**src/rtl/scu_sequencer.sv**
```systemverilog
// Fetch/issue sequencer ahead of the SCU: walks the instruction ROM, latches each word onto D,
// pulses Run, and waits for Done. A watchdog catches a missing Done.
module scu_sequencer #(
    parameter int unsigned ADDR_W   = 4,
    parameter int unsigned DATA_W   = 16,
    parameter int unsigned PROG_LEN = 16,
    parameter logic [3:0]  HALT_OP  = 4'hF,
    parameter int unsigned TIMEOUT  = 64
) (
    input  logic              Pclk,
    input  logic              Reset,
    input  logic              Start,
    input  logic              Stop,
    output logic [ADDR_W-1:0] rom_addr,
    input  logic [DATA_W-1:0] rom_data,
    output logic [DATA_W-1:0] D,
    output logic              Run,
    input  logic              Done,
    output logic [ADDR_W-1:0] pc,
    output logic              busy,
    output logic              halted,
    output logic              error,
    output logic [7:0]        instr_count
);

    localparam int unsigned       WdogW    = $clog2(TIMEOUT + 1);
    localparam logic [ADDR_W-1:0] LastAddr = ADDR_W'(PROG_LEN - 1);
    localparam logic [WdogW-1:0]  WdogLast = WdogW'(TIMEOUT - 1);

    typedef enum logic [2:0] {
        StIdle,
        StLoad,
        StIssue,
        StWaitDone,
        StHalted,
        StError
    } state_e;

    state_e            state_q, state_d;
    logic [ADDR_W-1:0] pc_q, pc_d;
    logic [DATA_W-1:0] d_q, d_d;
    logic              run_q, run_d;
    logic [7:0]        count_q, count_d;
    logic [WdogW-1:0]  wdog_q, wdog_d;
    logic              stop_q, stop_d;
    logic              done_ok;

    // Run is high only in the first WAIT_DONE cycle, so it doubles as the "ignore Done" flag.
    assign done_ok = (state_q == StWaitDone) && !run_q && Done;

    always_comb begin
        state_d = state_q;
        pc_d    = pc_q;
        d_d     = d_q;
        run_d   = 1'b0;
        count_d = count_q;
        wdog_d  = wdog_q;
        stop_d  = stop_q;

        case (state_q)
            StIdle, StHalted, StError: begin
                if (Start) begin
                    state_d = StLoad;
                    pc_d    = '0;
                    count_d = '0;
                    wdog_d  = '0;
                    stop_d  = 1'b0;
                end
            end
            StLoad: begin
                if (Stop) begin
                    state_d = StIdle;
                    stop_d  = 1'b0;
                end else begin
                    state_d = StIssue;
                end
            end
            StIssue: begin
                if (Stop) begin
                    state_d = StIdle;
                    stop_d  = 1'b0;
                end else if (rom_data[DATA_W-1 -: 4] == HALT_OP) begin
                    state_d = StHalted;
                    d_d     = rom_data;
                end else begin
                    state_d = StWaitDone;
                    d_d     = rom_data;
                    run_d   = 1'b1;
                    wdog_d  = '0;
                end
            end
            StWaitDone: begin
                if (Stop) begin
                    stop_d = 1'b1;
                end
                if (done_ok) begin
                    if (count_q != 8'hFF) begin
                        count_d = count_q + 8'd1;
                    end
                    if (pc_q == LastAddr) begin
                        state_d = StHalted;
                    end else begin
                        pc_d = pc_q + ADDR_W'(1);
                        if (stop_q || Stop) begin
                            state_d = StIdle;
                            stop_d  = 1'b0;
                        end else begin
                            state_d = StLoad;
                        end
                    end
                end else if (wdog_q == WdogLast) begin
                    state_d = StError;
                end else begin
                    wdog_d = wdog_q + WdogW'(1);
                end
            end
            default: state_d = StIdle;
        endcase
    end

    always_ff @(posedge Pclk or posedge Reset) begin
        if (Reset) begin
            state_q <= StIdle;
            pc_q    <= '0;
            d_q     <= '0;
            run_q   <= 1'b0;
            count_q <= '0;
            wdog_q  <= '0;
            stop_q  <= 1'b0;
        end else begin
            state_q <= state_d;
            pc_q    <= pc_d;
            d_q     <= d_d;
            run_q   <= run_d;
            count_q <= count_d;
            wdog_q  <= wdog_d;
            stop_q  <= stop_d;
        end
    end

    assign rom_addr    = pc_q;
    assign pc          = pc_q;
    assign D           = d_q;
    assign Run         = run_q;
    assign instr_count = count_q;
    assign busy        = (state_q == StLoad) || (state_q == StIssue) || (state_q == StWaitDone);
    assign halted      = (state_q == StHalted);
    assign error       = (state_q == StError);

endmodule

```
**config.mk**
```make
export PLATFORM = sky130hd
export DESIGN_NAME = scu_sequencer
export DESIGN_NICKNAME = d
export VERILOG_FILES = /design/src/rtl/scu_sequencer.sv
export SDC_FILE = /design/constraint.sdc
export NUM_CORES = 1
export LEC_CHECK = 0
export CORE_UTILIZATION = 40
export CTS_CLUSTER_SIZE = 25
export DETAILED_ROUTE_END_ITERATION = 10
export PLACE_DENSITY = 0.69
export SYNTH_ARGS = -nofsm -noshare
export SYNTH_HDL_FRONTEND = slang
export SYNTH_SLANG_ARGS = --single-unit
```
**constraint.sdc**
```tcl
create_clock -name Pclk -period 2.5 [get_ports Pclk]
set_clock_uncertainty 0.2 [all_clocks]
set_input_delay 0.5 -clock Pclk [delete_from_list [all_inputs] [get_ports Pclk]]
set_output_delay 0.5 -clock Pclk [all_outputs]
set_load 0.01 [all_outputs]
```
# ---- Yosys cells after proc, flatten, opt, wreduce, memory -nomap -nowiden
# Cells that the tools add are included.
dict set report totals {
  ff_bits 40
  inputBits 21
  output_inout_bits 36
  elab_cells 81
}
dict set report op_classes {
  n_addsub 3
  n_eq_ne 19
  n_mux 33
  bitwise_logic 1
  n_reduce_logical 18
}
# operator count
set op_table {}
lappend op_table {{7-bit 2-to-1 mux} 5}
lappend op_table {{8-bit 2-to-1 mux} 3}
lappend op_table {{7-bit case mux with 3 select lines} 1}
lappend op_table {{3-bit 2-to-1 mux} 6}
lappend op_table {{8-bit case mux with 2 select lines} 1}
lappend op_table {{2-bit != test (second input constant)} 7}
lappend op_table {{4-bit 2-to-1 mux} 3}
lappend op_table {{3-bit case mux with 4 select lines} 1}
lappend op_table {{1-bit 2-to-1 mux} 10}
lappend op_table {{8-bit by 1-bit adder with 8-bit output (second input constant)} 1}
lappend op_table {{4-bit == test (second input constant)} 2}
lappend op_table {{8-bit != test (second input constant)} 1}
lappend op_table {{4-bit case mux with 2 select lines} 1}
lappend op_table {{4-bit AND reduction} 2}
lappend op_table {{7-bit by 1-bit adder with 7-bit output (second input constant)} 1}
lappend op_table {{7-bit by 6-bit == test with 1-bit output (second input constant)} 1}
lappend op_table {{3-bit by 2-bit == test with 1-bit output (second input constant)} 2}
lappend op_table {{3-bit == test (second input constant)} 2}
lappend op_table {{6-bit AND reduction} 1}
lappend op_table {{3-bit nonzero test} 2}
lappend op_table {{4-bit by 1-bit adder with 4-bit output (second input constant)} 1}
lappend op_table {{2-bit by 1-bit != test with 1-bit output (second input constant)} 2}
lappend op_table {{2-bit AND reduction} 2}
lappend op_table {{3-bit by 1-bit == test with 1-bit output (second input constant)} 1}
lappend op_table {{other kinds (12)} 15}

# ---- Depth between registers and ports, before layout
# Gate-level depths: netlist of run 1.
dict set report depth {
  ltp_word 5
  depth_mapped 7
  mapped_depth_nobuf 6
}

# ---- Worst setup path before layout of run 1
# OpenSTA, ideal clock, no wires.
dict set report synth_path {
  kind {flip-flop to flip-flop}
  startpoint {reg wdog_q[0]}
  endpoint {reg wdog_q[0]}
  setup_time_ns 0.125
  arrival_ns 1.747
  required_ns 2.175
  path_slack_ns 0.428
  stages_incl_launch_ff 8
  path_buffers 1
  period_less_slack_ns 2.072
  cell_sequence {dfrtp_1 > ha_1 > nand3_2 > or3_4 > a221oi_4 > buf_6 > nor2_2 > mux2_4}
}
dict set report synth_between {
  elab_chain_len 4
  elab_cells_between_ends 7
  cone_classes {1 x add/sub; 2 x eq/ne; 3 x mux; 1 x reduce/logical}
}
# item line_no
set synth_lines {}
lappend synth_lines {{start, declared} 44} ;# logic [WdogW-1:0] wdog_q, wdog_d;
lappend synth_lines {{start signal, assigned} 136} ;# wdog_q <= wdog_d;
lappend synth_lines {{7-bit by 1-bit adder with 7-bit output} 114} ;# wdog_d = wdog_q + WdogW'(1);
lappend synth_lines {{7-bit 2-to-1 mux} 111} ;# end else if (wdog_q == WdogLast) begin
lappend synth_lines {{7-bit 2-to-1 mux} 96} ;# if (done_ok) begin
lappend synth_lines {{7-bit case mux with 3 select lines} 60} ;# case (state_q)
# Several ways; a longest one is shown, not always the timed one. The select of a mux whose other input is x is not followed.
# A chain may end at the register's enable or synchronous reset.

# ---- Final worst setup path of run 1
dict set report layout_path {
  startpoint {reg state_q[1]}
  endpoint {out halted}
}
dict set report layout_between {
  elab_chain_len 1
}
# item line_no
set layout_lines {}
lappend layout_lines {{start, declared} 39} ;# state_e state_q, state_d;
lappend layout_lines {{start signal, assigned} 123} ;# state_q <= StIdle;
lappend layout_lines {{start signal, assigned} 131} ;# state_q <= state_d;
lappend layout_lines {{3-bit == test} 147} ;# assign halted = (state_q == StHalted);
lappend layout_lines {{end, declared} 21} ;# output logic halted,
# Every way passes these cells.

==> out/metrics.yaml, run 1 <==
rsz0062_at_grt: "no"
yosys_warnings: 0
fmax_mhz: 429
die-area_sq_um: 5490
clk_latency_ns: 0.29
critical_path_class: "register to output pin"
area_delta_synth_final_pct: 34.5
gp_congestion: 0.807
hold_violations: 0
synthArstFlopShare: 1.00
power.density_nw_per_um2: 902
cts_buffers: 5
synthFlopType: "dfrtp_1"
std_cell_rows: 25
grt_max_degree: 41
crit_path_end_kind: "output pin"
cp.arrival_ns: 1.63
core_sq_um: 4850
path_clk_slew_ns: 0.08
cts_tree: "yes"
portBuffers: 56
cts_max_level: 2
slew_viol_final: 0
synth_area_leader_cell: "dfrtp_1"
min-delay-path-class: "register to register"
synth.yosys.seq_area_share: 0.481
cts_max_path_buffers: 2
first_pass_iters: 5
ir_drop_mv: 0.567
synth_area_leaders: "dfrtp_1, mux2_1, nand3_1, nor2_1, xnor2_1"
die_x_microns: 74.1
start_kind: "register"
reg2reg_depth: 6
wl_per_cell_microns: 13.8
cellLeakagePower_uw: 0.00118
critical-path-max-stage-delay_ns: 0.53
drc_errors: 0
crit_family: "buffers and inverters"
diodes: 0
final_nets: 275
critPathBufInv: 2
synthCells: 194
ant_nets: 0
cp_cell_sequence: "inv_1, nand2_1, nor2_1, clkdlybuf4s50_1"
n_fill_cell: 417
synth.net_count: 218
finalPower_uw: 2520
ys_types: 50
r2r_end: "wdog_q[0]"
r2r_slack_ns: 0.19
antenna_found_initial: 0
cts.sinks: 40
regToRegStartpoint: "wdog_q[0]"
synth_area_sq_um: 2080
synth_edf_count: 0
crit_fanout: 14
start_util: 0.429
crit_required_ns: 1.80
fin_crit_sh: 0.933
hold_end: "D[0]"
grt_overflow: 0
drt_iter0_markers: 74
cap_violations: 0
hold_depth: 1
dp_hpwl_mm: 3.17
grt_pass1_wl_mm: 7.31
grt_pass1_vias: 1568
drive_gt1_frac: 0.123
crit_slowest_cell: "clkdlybuf4s50_1"
ys_ff_latch: 40
grt_usage: 0.178
routed_wl_mm: 4.40
status: "finished clean"
max_slew_margin: 0.668
boundaryPins: 57
die_h_microns: 74.1
yosysTopAreaCellShare: 0.481
setup_slack_ns: 0.167
root_buffer: "clkbuf_8"
vias_per_cell: 5.17
worst_pin_slew_ns: 0.499
hold_start: "D[0]"
vias: 1648
post-route-min-period_ns: 2.33
pre_cts_slack_ns: -0.0295
setup_viol: 0
syn_area_per_cell_sq_um: 10.7
## cell families (layout without fill, tap and decap cells)
kind of cell    Yosys count  count (layout)  share of synthesized area
xor+xnor                  7               7                     0.0295
buf+inv                  17              75                     0.0499
flops                    40              40                      0.481
compound gates           40              40                      0.150
simple gates             69              69                      0.173
mux                      18              18                     0.0987
fa+ha+maj                 3               3                     0.0181
## Yosys cell counts, types with 3 or more instances
master / n
buf_4: 5
nor2_1: 18
nand3_1: 14
ha_1: 3
xnor2_1: 7
dfrtp_1: 40
buf_2: 5
mux2_1: 15
o31ai_1: 4
inv_1: 4
nor3_1: 3
nand2b_1: 3
o21ai_0: 4
a21oi_1: 12
nand2_1: 13
## worst max path at each step
stage	end	depth (start not counted)	slack, ns	startpoint
after floorplan	wdog_q[0]	7	0.43	wdog_q[0]
after detailed placement	wdog_q[5]	6	-0.03	Done
after global routing	wdog_q[0]	6	0.06	wdog_q[0]
final	halted	4	0.17	state_q[1]
after CTS	halted	4	0.08	state_q[1]
after global placement	wdog_q[3]	6	0.02	Done
## layer usage
layer  track usage  wire [microns]  part of all wire
met1         0.245            2060              0.47
met3        0.0556             331             0.075
met4        0.0769              70             0.016
met2         0.260            1930              0.44
met5             0               0                 0
## per-stage QoR
| stage | hold slack [ns] | cell area (sq um) | util | std cells | TNS [ns] |
|---|---|---|---|---|---|
| 2_1_floorplan | 0.271 | 2080 | - | 194 | 0 |
| 3_3_place_gp | 0.266 | 2700 | 0.557 | 311 | 0 |
| 6_report | 0.288 | 2800 | 0.577 | 319 | 0 |
| 4_1_cts | 0.293 | 2790 | 0.576 | 319 | 0 |
| 5_1_grt | 0.304 | 2800 | 0.577 | 319 | 0 |
| 3_5_place_dp | 0.274 | 2700 | 0.557 | 311 | -0.0295 |
## power by group
group | internal (uW) | total, uW | switching (uW)
clock network | 224 | 449 | 225
logic | 579 | 1060 | 482
registers | 835 | 1010 | 178
## timing repair
action | in CTS | in global routing
hold buffers | 0 | 0
endpoints found under the setup margin | 0 | 2
buffers inserted | 0 | 0
gates resized for setup | 0 | 2
## layout by cell type, fill, tap and decap left out, types with 6 or more instances in the layout
| cell type | n |
|---|---|
| clkdlybuf4s50_1 | 56 |
| dfrtp_1 | 38 |
| nor2_1 | 18 |
| mux2_1 | 15 |
| nand3_1 | 14 |
| nand2_1 | 13 |
| a21oi_1 | 12 |
| xnor2_1 | 7 |
| clkbuf_8 | 6 |
| buf_4 | 6 |
## sequential cells by signal, indices dropped and copies added, names as in the netlist
register	cells
D	16
stop_q	1
state_q	3
Run	1
wdog_q	7
instr_count	8
pc	4
## area by class of cell
class | count | area, sq um | area share
inverter | 4 | 15.0 | 0.00537
tap | 67 | 83.8 | 0.0300
timing repair buffer | 63 | 626 | 0.224
multi-input combinational | 137 | 975 | 0.349
sequential | 40 | 1000 | 0.359
clock inverter | 1 | 7.51 | 0.00268
clock buffer | 7 | 86.3 | 0.0309
No activity file was read; power rests on OpenSTA's default activity.
==> run 2, diff against run 1 <==
--- a/config.mk
+++ b/config.mk
@@ -5,10 +5,11 @@
 export SDC_FILE = /design/constraint.sdc
 export NUM_CORES = 1
 export LEC_CHECK = 0
-export CORE_UTILIZATION = 40
+export CORE_UTILIZATION = 43
 export CTS_CLUSTER_SIZE = 25
 export DETAILED_ROUTE_END_ITERATION = 10
-export PLACE_DENSITY = 0.69
+export PLACE_DENSITY = 0.74
+export SLEW_MARGIN = 20
 export SYNTH_ARGS = -nofsm -noshare
 export SYNTH_HDL_FRONTEND = slang
 export SYNTH_SLANG_ARGS = --single-unit
==> out/metrics.yaml, run 2 (synthesis gave the netlist of run 1 again) <==
status: "finished clean"
grt_max_degree: 41  # unchanged
holdWs_ns: 0.286  # -0.00213 ns
setup_viol: 0  # unchanged
std_cell_rows: 24  # -4.0%
grt_usage: 0.194  # +0.0158
hold_start: "D[12]"
cts_buffers: 5  # unchanged
r2r_end: "wdog_q[0]"
core_sq_um: 4500  # -7.1%
r2r_slack_ns: 0.32  # +0.13 ns
critical-path-max-stage-delay_ns: 0.54  # about the same
cellLeakagePower_uw: 0.00120  # +2.4%
grt.met1_usage: 0.269  # +0.0240
grt_overflow: 0  # unchanged
slew_viol_final: 0  # unchanged
rsz0062_at_grt: "no"
vias_per_cell: 5.40  # +4.5%
critical_path_class: "register to output pin"
diodes: 0  # unchanged
cap_violations: 0  # unchanged
hold_depth: 1  # unchanged
max_slew_margin: 0.664  # -0.00366
die_x_microns: 71.5  # -3.5%
setup_slack_ns: 0.145  # -0.0220 ns
layout_common_cells: "clkdlybuf4s50_1, dfrtp_1, nor2_1"
critPathBufInv: 2  # unchanged
cts.sinks: 40  # unchanged
ir_drop_mv: 0.611  # +7.7%
die_h_microns: 71.5  # -3.5%
crit_family: "buffers and inverters"
tns_ns: 0  # unchanged
cts_max_path_buffers: 2  # unchanged
hold_end: "D[12]"
grt_pass1_vias: 1641  # +4.7%
drc_errors: 0  # unchanged
finish.utilization: 0.624  # +0.0477
largest_register_ffs: 16  # unchanged
start_util: 0.462  # +0.0328
path_clk_slew_ns: 0.08  # about the same
routed_wl_mm: 4.52  # +2.8%
drive_gt1_frac: 0.141  # +0.0176
crit_fanout: 14  # unchanged
cp.arrival_ns: 1.65  # +0.02 ns
hold_violations: 0  # unchanged
use_met2: 0.309  # +0.0494
ant_nets: 0  # unchanged
top_usage_layer: "met2"
portBuffers: 56  # unchanged
dp_hpwl_mm: 3.29  # +3.7%
drt_iter0_markers: 67  # -9.5%
clk_latency_ns: 0.29  # about the same
wl_per_cell_microns: 14.7  # +6.5%
final_nets: 279  # +1.5%
regToRegStartpoint: "wdog_q[0]"
reg2reg_depth: 6  # unchanged
start_kind: "register"
first_pass_iters: 4  # -1
vias: 1662  # +0.85%
met3_usage: 0.0394  # -0.0162
crit_required_ns: 1.80  # about the same
cp_cell_sequence: "inv_1, nand2_1, nor2_1, clkdlybuf4s50_1"
fmax_mhz: 425  # -0.93%
root_buffer: "clkbuf_8"
power.density_nw_per_um2: 934  # +3.5%
cts_tree: "yes"
finalPower_uw: 2630  # +4.1%
boundaryPins: 57  # unchanged
min-delay-path-class: "register to register"
cts_max_level: 2  # unchanged
crit_path_end_kind: "output pin"
die-area_sq_um: 5120  # -6.8%
antenna_found_initial: 0  # unchanged
worst_pin_slew_ns: 0.504  # +0.00549 ns
crit_slowest_cell: "clkdlybuf4s50_1"
area_delta_synth_final_pct: 35.3
fin_crit_sh: 0.942  # +0.00879
gp_congestion: 0.832  # +3.0%
grt_pass1_wl_mm: 7.81  # +6.9%
pre_cts_slack_ns: 0.0557  # +0.0852 ns
final_common_cell: "clkdlybuf4s50_1"
post-route-min-period_ns: 2.35  # +0.0220 ns
[run 2: changes by cell type in the layout (fill, tap and decap cells not counted)]
| cell | change |
|---|---|
| clkinv_2 | +1 |
| bufinv_16 | +1 |
| buf_4 | +5 |
| clkbuf_8 | -1 |
| clkbuf_1 | -1 |
| buf_12 | -1 |
[run 2: stage by stage]
| stage | instances | cell area [sq um] |
|---|---|---|
| after CTS | 308 | 2810 |
| after detailed placement | 300 | 2700 |
| after floorplan | 194 | 2080 |
| after global routing | 308 | 2810 |
| after global placement | 300 | 2700 |
| final | 308 | 2810 |
[run 2: layer usage]
metal | vias up | wire length [microns]
met1 | 805 | 2120
met5 | - | 0
met3 | 5 | 166
li1 | 820 | -
met2 | 32 | 2180
met4 | 0 | 55
[run 2: final cells by class]
type / count / area [sq um]
timing repair buffer: 67 / 643
tap: 52 / 65.1
inverter: 4 / 15.0
fill: 380 / 1690
clock buffer: 5 / 68.8
multi-input combinational: 137 / 975
sequential: 40 / 1000
clock inverter: 3 / 42.5
[run 2: worst max-delay path by stage]
stage / start / endpoint / depth (start not counted)
after floorplan: wdog_q[0] / wdog_q[0] / 7
after global placement: Done / wdog_q[0] / 7
after detailed placement: Done / wdog_q[3] / 6
after CTS: state_q[0] / error / 2
after global routing: state_q[1] / halted / 4
final: state_q[1] / halted / 4
[run 2: repair_timing]
action / 4_1_cts / 5_1_grt
buffers inserted: 0 / 0
gates resized for setup: 0 / 2
hold buffers: 0 / 0
endpoints found under the setup margin: 0 / 3
[run 2: report_power, final]
group / switching (uW) / internal (uW) / total [uW]
Combinational: 491 / 600 / 1090
Sequential: 175 / 834 / 1010
Clock: 231 / 295 / 526
==> run 3, diff against run 2 <==
--- a/config.mk
+++ b/config.mk
@@ -5,10 +5,13 @@
 export SDC_FILE = /design/constraint.sdc
 export NUM_CORES = 1
 export LEC_CHECK = 0
+export CORE_MARGIN = 5
 export CORE_UTILIZATION = 43
 export CTS_CLUSTER_SIZE = 25
 export DETAILED_ROUTE_END_ITERATION = 10
 export PLACE_DENSITY = 0.74
+export SETUP_SLACK_MARGIN = 0.5
+export SKIP_CTS_REPAIR_TIMING = 1
 export SLEW_MARGIN = 20
 export SYNTH_ARGS = -nofsm -noshare
 export SYNTH_HDL_FRONTEND = slang
==> out/metrics.yaml, run 3 (synthesis gave the netlist of run 1 again) <==
power.share.clock: 0.148  # -0.052
antenna_found_initial: 0  # unchanged
boundaryPins: 57  # unchanged
setup_slack_ns: 0.286  # +0.141 ns
crit_cells: 7  # +3
die_h_microns: 79.5  # +11%
slew_viol_final: 0  # unchanged
pwr-share-seq: 0.358  # -0.026
cp_cell_sequence: "ha_4, nand3_4, or3_4, a221oi_4, buf_12, nor2_4, mux2_4"
grt_max_degree: 35  # -15%
regArea_sq_um: 1010  # +0.75%
pre_cts_slack_ns: 0.00875  # -0.0470 ns
clk_latency_ns: 0.30  # about the same
critical-path-max-stage-delay_ns: 0.46  # -0.08 ns
tns_ns: 0  # unchanged
cts.sinks: 40  # unchanged
reg2reg_depth: 7  # +1
min-delay-path-class: "primary input to asynchronous set/reset pin"
max_slew_margin: 0.743  # +0.0792
cap_violations: 0  # unchanged
first_pass_iters: 4  # unchanged
crit_required_ns: 2.49  # +0.69 ns
portBuffers: 56  # unchanged
vias: 1835  # +10%
regToRegStartpoint: "wdog_q[0]"
layoutNonFillerInstCount: 344  # +12%
cts_tree: "yes"
cellLeakagePower_uw: 0.00145  # +20%
core_sq_um: 4720  # +4.9%
start_util: 0.440  # -0.0214
cts_max_level: 2  # unchanged
combPwrFrac: 0.494  # +0.079
dp_hpwl_mm: 3.46  # +5.2%
die_x_microns: 79.5  # +11%
diodes: 0  # unchanged
finish.utilization: 0.660  # +0.0354
switching_share: 0.358  # +0.0163
place_inst: 314  # +4.7%
root_buffer: "clkbuf_8"
cts_buffers: 5  # unchanged
start_kind: "register"
setup_viol: 0  # unchanged
grt_overflow: 0  # unchanged
drt_iter0_markers: 116  # +73%
grt_usage: 0.168  # -0.0263
p_int_uw: 1770  # +2.6%
critical_path_class: "register to register"
die-area_sq_um: 6330  # +24%
worst_pin_slew_ns: 0.380  # -0.124 ns
r2r_slack_ns: 0.29  # -0.03 ns
critPathBufInv: 1  # -1
grt_pass1_wl_mm: 8.20  # +5.0%
cp.arrival_ns: 2.20  # +0.55 ns
layout_common_cells: "clkdlybuf4s50_1, dfrtp_1, buf_4"
drc_errors: 0  # unchanged
crit_path_end_kind: "register"
path_clk_slew_ns: 0.07  # about the same
crit_slowest_cell: "dfrtp_1"
rsz0062_at_grt: "yes"
cts_max_path_buffers: 2  # unchanged
post-route-min-period_ns: 2.21  # -0.141 ns
crit_fanout: 5  # -9
drive_gt1_frac: 0.264  # +0.123
area_delta_synth_final_pct: 49.9
ant_nets: 0  # unchanged
final_nets: 301  # +7.9%
fin_crit_sh: 0.886  # -0.0563
power.density_nw_per_um2: 886  # -5.1%
final_common_cell: "clkdlybuf4s50_1"
gp_congestion: 0.791  # -4.9%
status: "finished clean"
p_switching_uw: 988  # +10%
ir_drop_mv: 0.487  # -20%
grt_pass1_vias: 1686  # +2.7%
n_fill_cell: 357  # -6.1%
std_cell_rows: 25  # +4.2%
vias_per_cell: 5.33  # -1.1%
r2r_end: "wdog_q[0]"
multi_input_area_sq_um: 1060  # +8.3%
finalPower_uw: 2760  # +5.2%
fmax_mhz: 452  # +6.4%
wl_per_cell_microns: 15.8  # +7.6%
largest_register_ffs: 16  # unchanged
hold_violations: 0  # unchanged
routed_wl_mm: 5.43  # +20%
crit_family: "simple AND/OR/NAND/NOR gates"
[run 3: area by class of cell]
type	count	share of cell area
Clock buffer	6	0.0233
Clock inverter	1	0.00161
Inverter	4	0.00482
Multi-Input combinational cell	138	0.339
Tap cell	67	0.0269
Sequential cell	40	0.324
Timing Repair Buffer	88	0.280
[run 3: metal layers]
metal,wire (microns),vias to the layer above,global-route usage
met5,0,-,0
li1,-,864,-
met4,146,0,0.0825
met1,2380,912,0.226
met2,2700,47,0.254
met3,201,12,0.0372
[run 3: metrics by stage]
step / hold WS (ns) / area (sq um)
finish: 0.238 / 3120
global route: 0.270 / 3120
CTS: 0.246 / 2820
detailed placement: 0.274 / 2740
global placement: 0.266 / 2740
floorplan: 0.271 / 2090
[run 3: worst max-delay path by stage]
stage            startpoint         to  slack (ns)
2_1_floorplan     wdog_q[0]  wdog_q[0]        0.44
3_3_place_gp   rom_data[13]  wdog_q[0]        0.05
3_5_place_dp   rom_data[14]  wdog_q[0]       0.009
4_1_cts          state_q[1]     halted       0.008
5_1_grt           wdog_q[0]  wdog_q[3]        0.23
6_report          wdog_q[0]  wdog_q[0]        0.29
[run 3: power groups by stage]
stage	sequential, uW	clock [uW]	combinational, uW
5_1_grt	1020	442	1480
4_1_cts	1010	424	1140
3_3_place_gp	1010	0	1120
2_1_floorplan	1030	0	586
3_5_place_dp	1020	0	1130
6_report	988	409	1370
